<file path="src/rtl/lcd_message_sequencer_if.sv">
// Bus between the message sequencer, the character ROM and the lcd driver.
// master = sequencer side, slave = ROM/driver/host side.
interface lcd_message_sequencer_if #(
  parameter int ADDR_W = 8,
  parameter int PAGE_W = 2
);
  logic              load;
  logic [PAGE_W-1:0] page_sel;
  logic              lcd_busy;
  logic [ADDR_W-1:0] rom_address;
  logic [8:0]        rom_data;
  logic [8:0]        d_in;
  logic              data_ready;
  logic              seq_busy;
  logic              init_done;

  modport master (
    input  load, page_sel, lcd_busy, rom_data,
    output rom_address, d_in, data_ready, seq_busy, init_done
  );

  modport slave (
    output load, page_sel, lcd_busy, rom_data,
    input  rom_address, d_in, data_ready, seq_busy, init_done
  );
endinterface

</file>
<file path="src/rtl/lcd_message_sequencer.sv">
// LCD message sequencer: plays the ROM init sequence, then renders a
// selectable page of ROWS x COLS characters, inserting a set-DDRAM-address
// command before every row. Each word is handed to the lcd driver with a
// one-cycle data_ready strobe and completes after busy goes high then low.
module lcd_message_sequencer #(
  parameter int ADDR_W   = 8,
  parameter int INIT_LEN = 4,
  parameter int COLS     = 16,
  parameter int ROWS     = 2,
  parameter int PAGE_W   = 2
) (
  input logic                    clock,
  input logic                    internal_reset_n,
  lcd_message_sequencer_if.master bus
);

  localparam int ROW_W = (ROWS > 1) ? $clog2(ROWS) : 1;
  localparam int COL_W = (COLS > 1) ? $clog2(COLS) : 1;
  localparam int IDX_W = (INIT_LEN > 1) ? $clog2(INIT_LEN) : 1;
  localparam int AW2   = ADDR_W + 2;

  typedef enum logic [2:0] {
    FETCH, ISSUE, WAIT_HI, WAIT_LO, ADVANCE, IDLE
  } state_t;

  typedef enum logic [1:0] {
    INIT, ROWCMD, CHAR
  } step_t;

  state_t            state;
  step_t             step;
  logic [IDX_W-1:0]  index;
  logic [ROW_W-1:0]  row;
  logic [COL_W-1:0]  col;
  logic [PAGE_W-1:0] page;
  logic              pending_load;
  logic [AW2-1:0]    char_addr;

  // Set-DDRAM-address command for the start of a row (HD44780 row bases).
  function automatic logic [8:0] row_cmd(input logic [ROW_W-1:0] r);
    logic [7:0] base;
    case (2'(r))
      2'd0:    base = 8'h00;
      2'd1:    base = 8'h40;
      2'd2:    base = 8'h14;
      default: base = 8'h54;
    endcase
    return {1'b0, 8'h80 | base};
  endfunction

  // ROM address of the current character, computed with headroom then truncated.
  always_comb begin
    char_addr = AW2'(INIT_LEN)
              + AW2'(page) * AW2'(ROWS * COLS)
              + AW2'(row) * AW2'(COLS)
              + AW2'(col);
  end

  // Sequencer FSM with registered bus outputs.
  always_ff @(posedge clock or negedge internal_reset_n) begin
    if (!internal_reset_n) begin
      state           <= FETCH;
      step            <= INIT;
      index           <= '0;
      row             <= '0;
      col             <= '0;
      page            <= '0;
      pending_load    <= 1'b0;
      bus.rom_address <= '0;
      bus.d_in        <= '0;
      bus.data_ready  <= 1'b0;
      bus.seq_busy    <= 1'b1;
      bus.init_done   <= 1'b0;
    end else begin
      // A load while busy is remembered; the page register can take the new
      // value at once because the next ADVANCE always restarts rendering.
      if (bus.load && state != IDLE) begin
        pending_load <= 1'b1;
        page         <= bus.page_sel;
      end

      case (state)
        FETCH: begin
          if (step == INIT) begin
            bus.rom_address <= ADDR_W'(index);
          end else if (step == CHAR) begin
            bus.rom_address <= ADDR_W'(char_addr);
          end
          state <= ISSUE;
        end

        ISSUE: begin
          if (bus.lcd_busy) begin
            bus.data_ready <= 1'b0;
          end else begin
            bus.d_in       <= (step == ROWCMD) ? row_cmd(row) : bus.rom_data;
            bus.data_ready <= 1'b1;
            state          <= WAIT_HI;
          end
        end

        WAIT_HI: begin
          bus.data_ready <= 1'b0;
          if (bus.lcd_busy) state <= WAIT_LO;
        end

        WAIT_LO: begin
          if (!bus.lcd_busy) state <= ADVANCE;
        end

        ADVANCE: begin
          state <= FETCH;
          if (step == INIT && index != IDX_W'(INIT_LEN - 1)) begin
            // Loads during init stay pending until the last init word.
            index <= index + 1'b1;
          end else if (bus.load || pending_load) begin
            if (step == INIT) bus.init_done <= 1'b1;
            pending_load <= 1'b0;
            step         <= ROWCMD;
            row          <= '0;
            col          <= '0;
          end else begin
            case (step)
              INIT: begin
                bus.init_done <= 1'b1;
                step          <= ROWCMD;
                row           <= '0;
                col           <= '0;
              end
              ROWCMD: begin
                step <= CHAR;
                col  <= '0;
              end
              default: begin
                if (col != COL_W'(COLS - 1)) begin
                  col <= col + 1'b1;
                end else if (row != ROW_W'(ROWS - 1)) begin
                  row  <= row + 1'b1;
                  col  <= '0;
                  step <= ROWCMD;
                end else begin
                  state        <= IDLE;
                  bus.seq_busy <= 1'b0;
                end
              end
            endcase
          end
        end

        IDLE: begin
          if (bus.load) begin
            page         <= bus.page_sel;
            step         <= ROWCMD;
            row          <= '0;
            col          <= '0;
            state        <= FETCH;
            bus.seq_busy <= 1'b1;
          end
        end

        default: state <= IDLE;
      endcase
    end
  end

endmodule
</file>
<file path="src/flat_wrapper.sv">
// flat-port wrapper written by rule: the top's interface ports become plain ports
module lcd_message_sequencer_flat 
#(
  parameter int ADDR_W   = 8,
  parameter int INIT_LEN = 4,
  parameter int COLS     = 16,
  parameter int ROWS     = 2,
  parameter int PAGE_W   = 2
)
  (clock, internal_reset_n, bus_load, bus_page_sel, bus_lcd_busy, bus_rom_data, bus_rom_address, bus_d_in, bus_data_ready, bus_seq_busy, bus_init_done);
  lcd_message_sequencer_if #(.ADDR_W(ADDR_W), .PAGE_W(PAGE_W)) bus_i ();
  input logic clock;
  input logic internal_reset_n;
  input wire logic [$bits(bus_i.load)-1:0] bus_load;
  input wire logic [$bits(bus_i.page_sel)-1:0] bus_page_sel;
  input wire logic [$bits(bus_i.lcd_busy)-1:0] bus_lcd_busy;
  input wire logic [$bits(bus_i.rom_data)-1:0] bus_rom_data;
  output wire logic [$bits(bus_i.rom_address)-1:0] bus_rom_address;
  output wire logic [$bits(bus_i.d_in)-1:0] bus_d_in;
  output wire logic [$bits(bus_i.data_ready)-1:0] bus_data_ready;
  output wire logic [$bits(bus_i.seq_busy)-1:0] bus_seq_busy;
  output wire logic [$bits(bus_i.init_done)-1:0] bus_init_done;
  assign bus_i.load = bus_load;
  assign bus_i.page_sel = bus_page_sel;
  assign bus_i.lcd_busy = bus_lcd_busy;
  assign bus_i.rom_data = bus_rom_data;
  assign bus_rom_address = bus_i.rom_address;
  assign bus_d_in = bus_i.d_in;
  assign bus_data_ready = bus_i.data_ready;
  assign bus_seq_busy = bus_i.seq_busy;
  assign bus_init_done = bus_i.init_done;
  lcd_message_sequencer #(.ADDR_W(ADDR_W), .INIT_LEN(INIT_LEN), .COLS(COLS), .ROWS(ROWS), .PAGE_W(PAGE_W)) u_core (.clock(clock), .internal_reset_n(internal_reset_n), .bus(bus_i));
endmodule
</file>
<file path="config.mk">
export PLATFORM = sky130hd
export DESIGN_NAME = lcd_message_sequencer_flat
export DESIGN_NICKNAME = d
export VERILOG_FILES = /design/src/rtl/lcd_message_sequencer_if.sv /design/src/rtl/lcd_message_sequencer.sv /design/src/flat_wrapper.sv
export SDC_FILE = /design/constraint.sdc
export NUM_CORES = 1
export LEC_CHECK = 0
export ABC_AREA = 1
export CORE_MARGIN = 2
export CORE_UTILIZATION = 35
export DETAILED_ROUTE_END_ITERATION = 8
export GPL_ROUTABILITY_DRIVEN = 0
export SKIP_CTS_REPAIR_TIMING = 1
export SYNTH_ARGS = -nofsm -noshare
export SYNTH_HDL_FRONTEND = slang
export SYNTH_SLANG_ARGS = --single-unit
export TNS_END_PERCENT = 1
</file>
<file path="constraint.sdc">
create_clock -name clock -period 2.9 [get_ports clock]
set_input_delay 0.58 -clock clock [delete_from_list [all_inputs] [get_ports clock]]
set_output_delay 0.58 -clock clock [all_outputs]
set_load 0.1 [all_outputs]
</file>
==> load_flow_metrics.sql <==
INSERT INTO impl_metrics (metric_group, metric, value, unit) VALUES
('global_route', 'grt_remaining_overflow', '0', ''),
('detailed_routing', 'drc_errors', '0', ''),
('sta', 'max_freq', '0.586', 'GHz'),
('sta', 'slew-limit-headroom', '63.7', '%'),
('floorplan', 'floorplan.rows', '25', ''),
('setup_path', 'path_cells', 'clkdlybuf4s50_1 -> nor2_4 -> nand2_2 -> nor2_4 -> nand2_2 -> or2_0 -> nand2_1', ''),
('setup_path', 'timing.critical_path.from_type', 'input port', ''),
('sta', 'layout_setup_ws', '1190', 'ps'),
('logic_synthesis', 'main_combinational_cell_family_by_area_after_synthesis', 'simple AND/OR/NAND/NOR gates', ''),
('detailed_routing', 'drt_first_pass_iters', '4', ''),
('setup_path', 'worst_setup_path_end_kind', 'flop', ''),
('clock_tree', 'cts_tree', 'built', ''),
('logic_synthesis', 'synth_compound_area_share', '6.19', '%'),
('setup_path', 'timing.critical_path.slowest_cell_delay', '560', 'ps'),
('setup_path', 'reg2reg_setup_slack', '1280', 'ps'),
('logic_synthesis', 'post_synth_adder_cell_area', '2.14', '%'),
('setup_path', 'crit_type', 'input port to flop', ''),
('sta', 'worst_slew_pin_slew', '545', 'ps'),
('final_layout', 'final_layout_size_suffix_gt1_share', '22.6', '%'),
('logic_synthesis', 'asyncSetResetFlopFracSynth', '100', '%'),
('clock_tree', 'clkSinkCount', '35', ''),
('global_route', 'grt_pass1_vias', '1399', ''),
('logic_synthesis', 'yosys-mux-area-fraction', '0', '%'),
('final_layout', 'fin_nets', '265', ''),
('clock_tree', 'clockRootBuffer', 'sky130_fd_sc_hd__clkbuf_8', ''),
('final_layout', 'utilization_of_the_core_after_routing', '45.9', '%'),
('detailed_routing', 'antenna_violation_net_count_after_detailed_routing', '0', ''),
('logic_synthesis', 'post_synth_xor_area_fraction', '1.99', '%'),
('logic_synthesis', 'post_synth_inst_count', '209', ''),
('logic_synthesis', 'yosys_register_bits', '35', ''),
('power', 'worst_vdd_ir', '570', 'uV'),
('logic_synthesis', 'syn-mean-instance-area', '8.41', 'um^2'),
('sta', 'report.final.hold_viol_count', '0', ''),
('logic_synthesis', 'mappedNetlistArea', '0.00176', 'mm^2'),
('detailed_routing', 'vias', '1453', ''),
('logic_synthesis', 'synth_sequential_area_ratio', '49.9', '%'),
('global_route', 'pin_count_of_the_biggest_net_entering_global_routing', '36', ''),
('clock_tree', 'cts_made_buffers', '5', ''),
('placement', 'pre_cts_ws', '891', 'ps'),
('setup_path', 'critPathRequiredTime', '3130', 'ps'),
('global_route', 'grt_util_overall', '15.3', '%'),
('sta', 'setup_total_negative_slack', '0', 'ps'),
('placement', 'dp_hpwl', '2.78', 'mm'),
('sta', 'setup_skew', '4.49', 'ps'),
('final_layout', 'layout.filler_cells', '498', ''),
('floorplan', 'initial_core_util', '36.7', '%'),
('sta', 'layout_worst_path_cycle_share', '58.9', '%'),
('logic_synthesis', 'ys_top_cells_by_area', 'sky130_fd_sc_hd__dfrtp_1 (48%), sky130_fd_sc_hd__nand2_1 (16%), sky130_fd_sc_hd__nand3_1 (6.5%)', ''),
('detailed_routing', 'detailedRoute.firstIterationViolations', '40', ''),
('outcome', 'outcome', 'completed', ''),
('logic_synthesis', 'synth_edf_count', '0', ''),
('sta', 'fin_crit', '1710', 'ps'),
('final_layout', 'multi_input_area', '796', 'um^2'),
('sta', 'rsz0062_at_grt', 'false', ''),
('placement', 'numPortBuffers', '34', ''),
('floorplan', 'dieArea', '0.00561', 'mm^2'),
('floorplan', 'die_h', '74.9', 'um'),
('setup_path', 'crit_arrival', '1930', 'ps'),
('sta', 'setup_viol', '0', ''),
('final_layout', 'antenna_cells_inserted', '0', ''),
('detailed_routing', 'wirelength', '3.76', 'mm'),
('detailed_routing', 'viasPerCell', '4.61', ''),
('logic_synthesis', 'syn_nets', '227', ''),
('clock_tree', 'clk_transition_reported_paths', '70', 'ps'),
('setup_path', 'timing.critical_path.fanout_max', '8', ''),
('detailed_routing', 'detail_route.wl_per_cell', '11.9', 'um'),
('setup_path', 'slowest_stage', 'sky130_fd_sc_hd__clkdlybuf4s50_1', ''),
('logic_synthesis', 'yosys_warnings', '0', ''),
('logic_synthesis', 'synth_top_area_share', '48.4', '%'),
('clock_tree', 'max-clock-path-buffers', '2', ''),
('final_layout', 'ff_latch_area', '877', 'um^2');
-- area by class of cell --
| type | count | share of cell area, % |
|---|---|---|
| multi-input cells | 155 | 36.2 |
| clock inverters | 2 | 0.569 |
| repair buffers | 35 | 13.5 |
| clock buffers | 6 | 3.30 |
| flip-flops and latches | 35 | 39.9 |
| well taps | 67 | 3.81 |
| inverters | 15 | 2.68 |
-- cell families after synthesis --
family,after synthesis
adders and majority gates,3
buffers and inverters,19
DFF,35
xor gates and xnor gates,4
and+or+nand+nor,127
AOI/OAI and AO/OA,21
-- placed cells by master (no fill, tap or decap), types with 2 or more instances in the layout --
cell / count
sky130_fd_sc_hd__xor2_1: 3
sky130_fd_sc_hd__nand4_1: 2
sky130_fd_sc_hd__o21ai_0: 4
sky130_fd_sc_hd__inv_1: 7
sky130_fd_sc_hd__nor2_2: 4
sky130_fd_sc_hd__a21oi_1: 4
sky130_fd_sc_hd__nand2_1: 73
sky130_fd_sc_hd__clkdlybuf4s50_1: 14
sky130_fd_sc_hd__ha_1: 3
sky130_fd_sc_hd__inv_2: 7
sky130_fd_sc_hd__nor2_4: 4
sky130_fd_sc_hd__dfrtp_1: 34
sky130_fd_sc_hd__nand3_1: 23
sky130_fd_sc_hd__o21ai_1: 11
sky130_fd_sc_hd__buf_4: 21
sky130_fd_sc_hd__nor2_1: 7
sky130_fd_sc_hd__clkbuf_8: 5
sky130_fd_sc_hd__nand2_2: 6
sky130_fd_sc_hd__nand3_2: 2
-- registers in the layout, indices dropped and copies added (netlist names), named ones only --
register and flops:
u_core.col 4, u_core.bus.rom_address 8, u_core.bus.seq_busy 1, u_core.pending_load 1, u_core.bus.d_in 9, u_core.bus.init_done 1, u_core.state 3, u_core.row 1
u_core.bus.data_ready 1, u_core.index 2, u_core.step 2
-- power by group --
part | internal [W] | total (W) | switching (W)
sequential | 0.000634 | 0.000778 | 0.000143
clock | 0.000168 | 0.000348 | 0.000180
combinational | 0.000303 | 0.00135 | 0.00105
-- Yosys cell counts, types with 2 or more instances --
master,n
sky130_fd_sc_hd__a21oi_1,4
sky130_fd_sc_hd__dfrtp_1,34
sky130_fd_sc_hd__inv_1,7
sky130_fd_sc_hd__inv_2,7
sky130_fd_sc_hd__clkbuf_1,2
sky130_fd_sc_hd__xor2_1,3
sky130_fd_sc_hd__nand3_2,2
sky130_fd_sc_hd__o21ai_1,11
sky130_fd_sc_hd__nor2_4,4
sky130_fd_sc_hd__nand4_1,2
sky130_fd_sc_hd__nand3_1,23
sky130_fd_sc_hd__ha_1,3
sky130_fd_sc_hd__o21ai_0,4
sky130_fd_sc_hd__nor2_1,7
sky130_fd_sc_hd__nor2_2,4
sky130_fd_sc_hd__nand2_1,73
sky130_fd_sc_hd__nand2_2,6
-- stage by stage --
stage | hold slack, ps | instances | cell area (um^2) | total power, W
2_1_floorplan | 284 | 209 | 1760 | 0.00186
3_3_place_gp | 454 | 307 | 2110 | 0.00214
3_5_place_dp | 457 | 307 | 2110 | 0.00215
4_1_cts | 468 | 315 | 2200 | 0.00251
5_1_grt | 492 | 315 | 2200 | 0.00264
6_report | 463 | 315 | 2200 | 0.00247
-- layer usage --
metal,vias up,GRT usage [%],part of all wire (%),wire (um)
met4,0,5.95,1.1,43
met5,-,0,0,0
met1,676,20.7,49,1860
met2,23,22.9,45,1690
li1,752,-,-,-
met3,2,4.95,4.5,171
-- critical path, delay by kind of cell --
family	cells	cell delay (ps)
AND/OR/NAND/NOR	6	790
buffers and inverters	1	560
-- final timing paths --
check	from	to	cells past startpoint
min reg2reg	u_core.bus.seq_busy	u_core.bus.seq_busy	2
max in group asynchronous	internal_reset_n	u_core.bus.seq_busy	2
max reg2reg	u_core.col[2]	u_core.col[0]	7
min in group asynchronous	internal_reset_n	u_core.bus.rom_address[2]	2
min	u_core.bus.seq_busy	u_core.bus.seq_busy	2
max	bus_load	u_core.col[0]	7
Power figures use the tool's default switching activity.
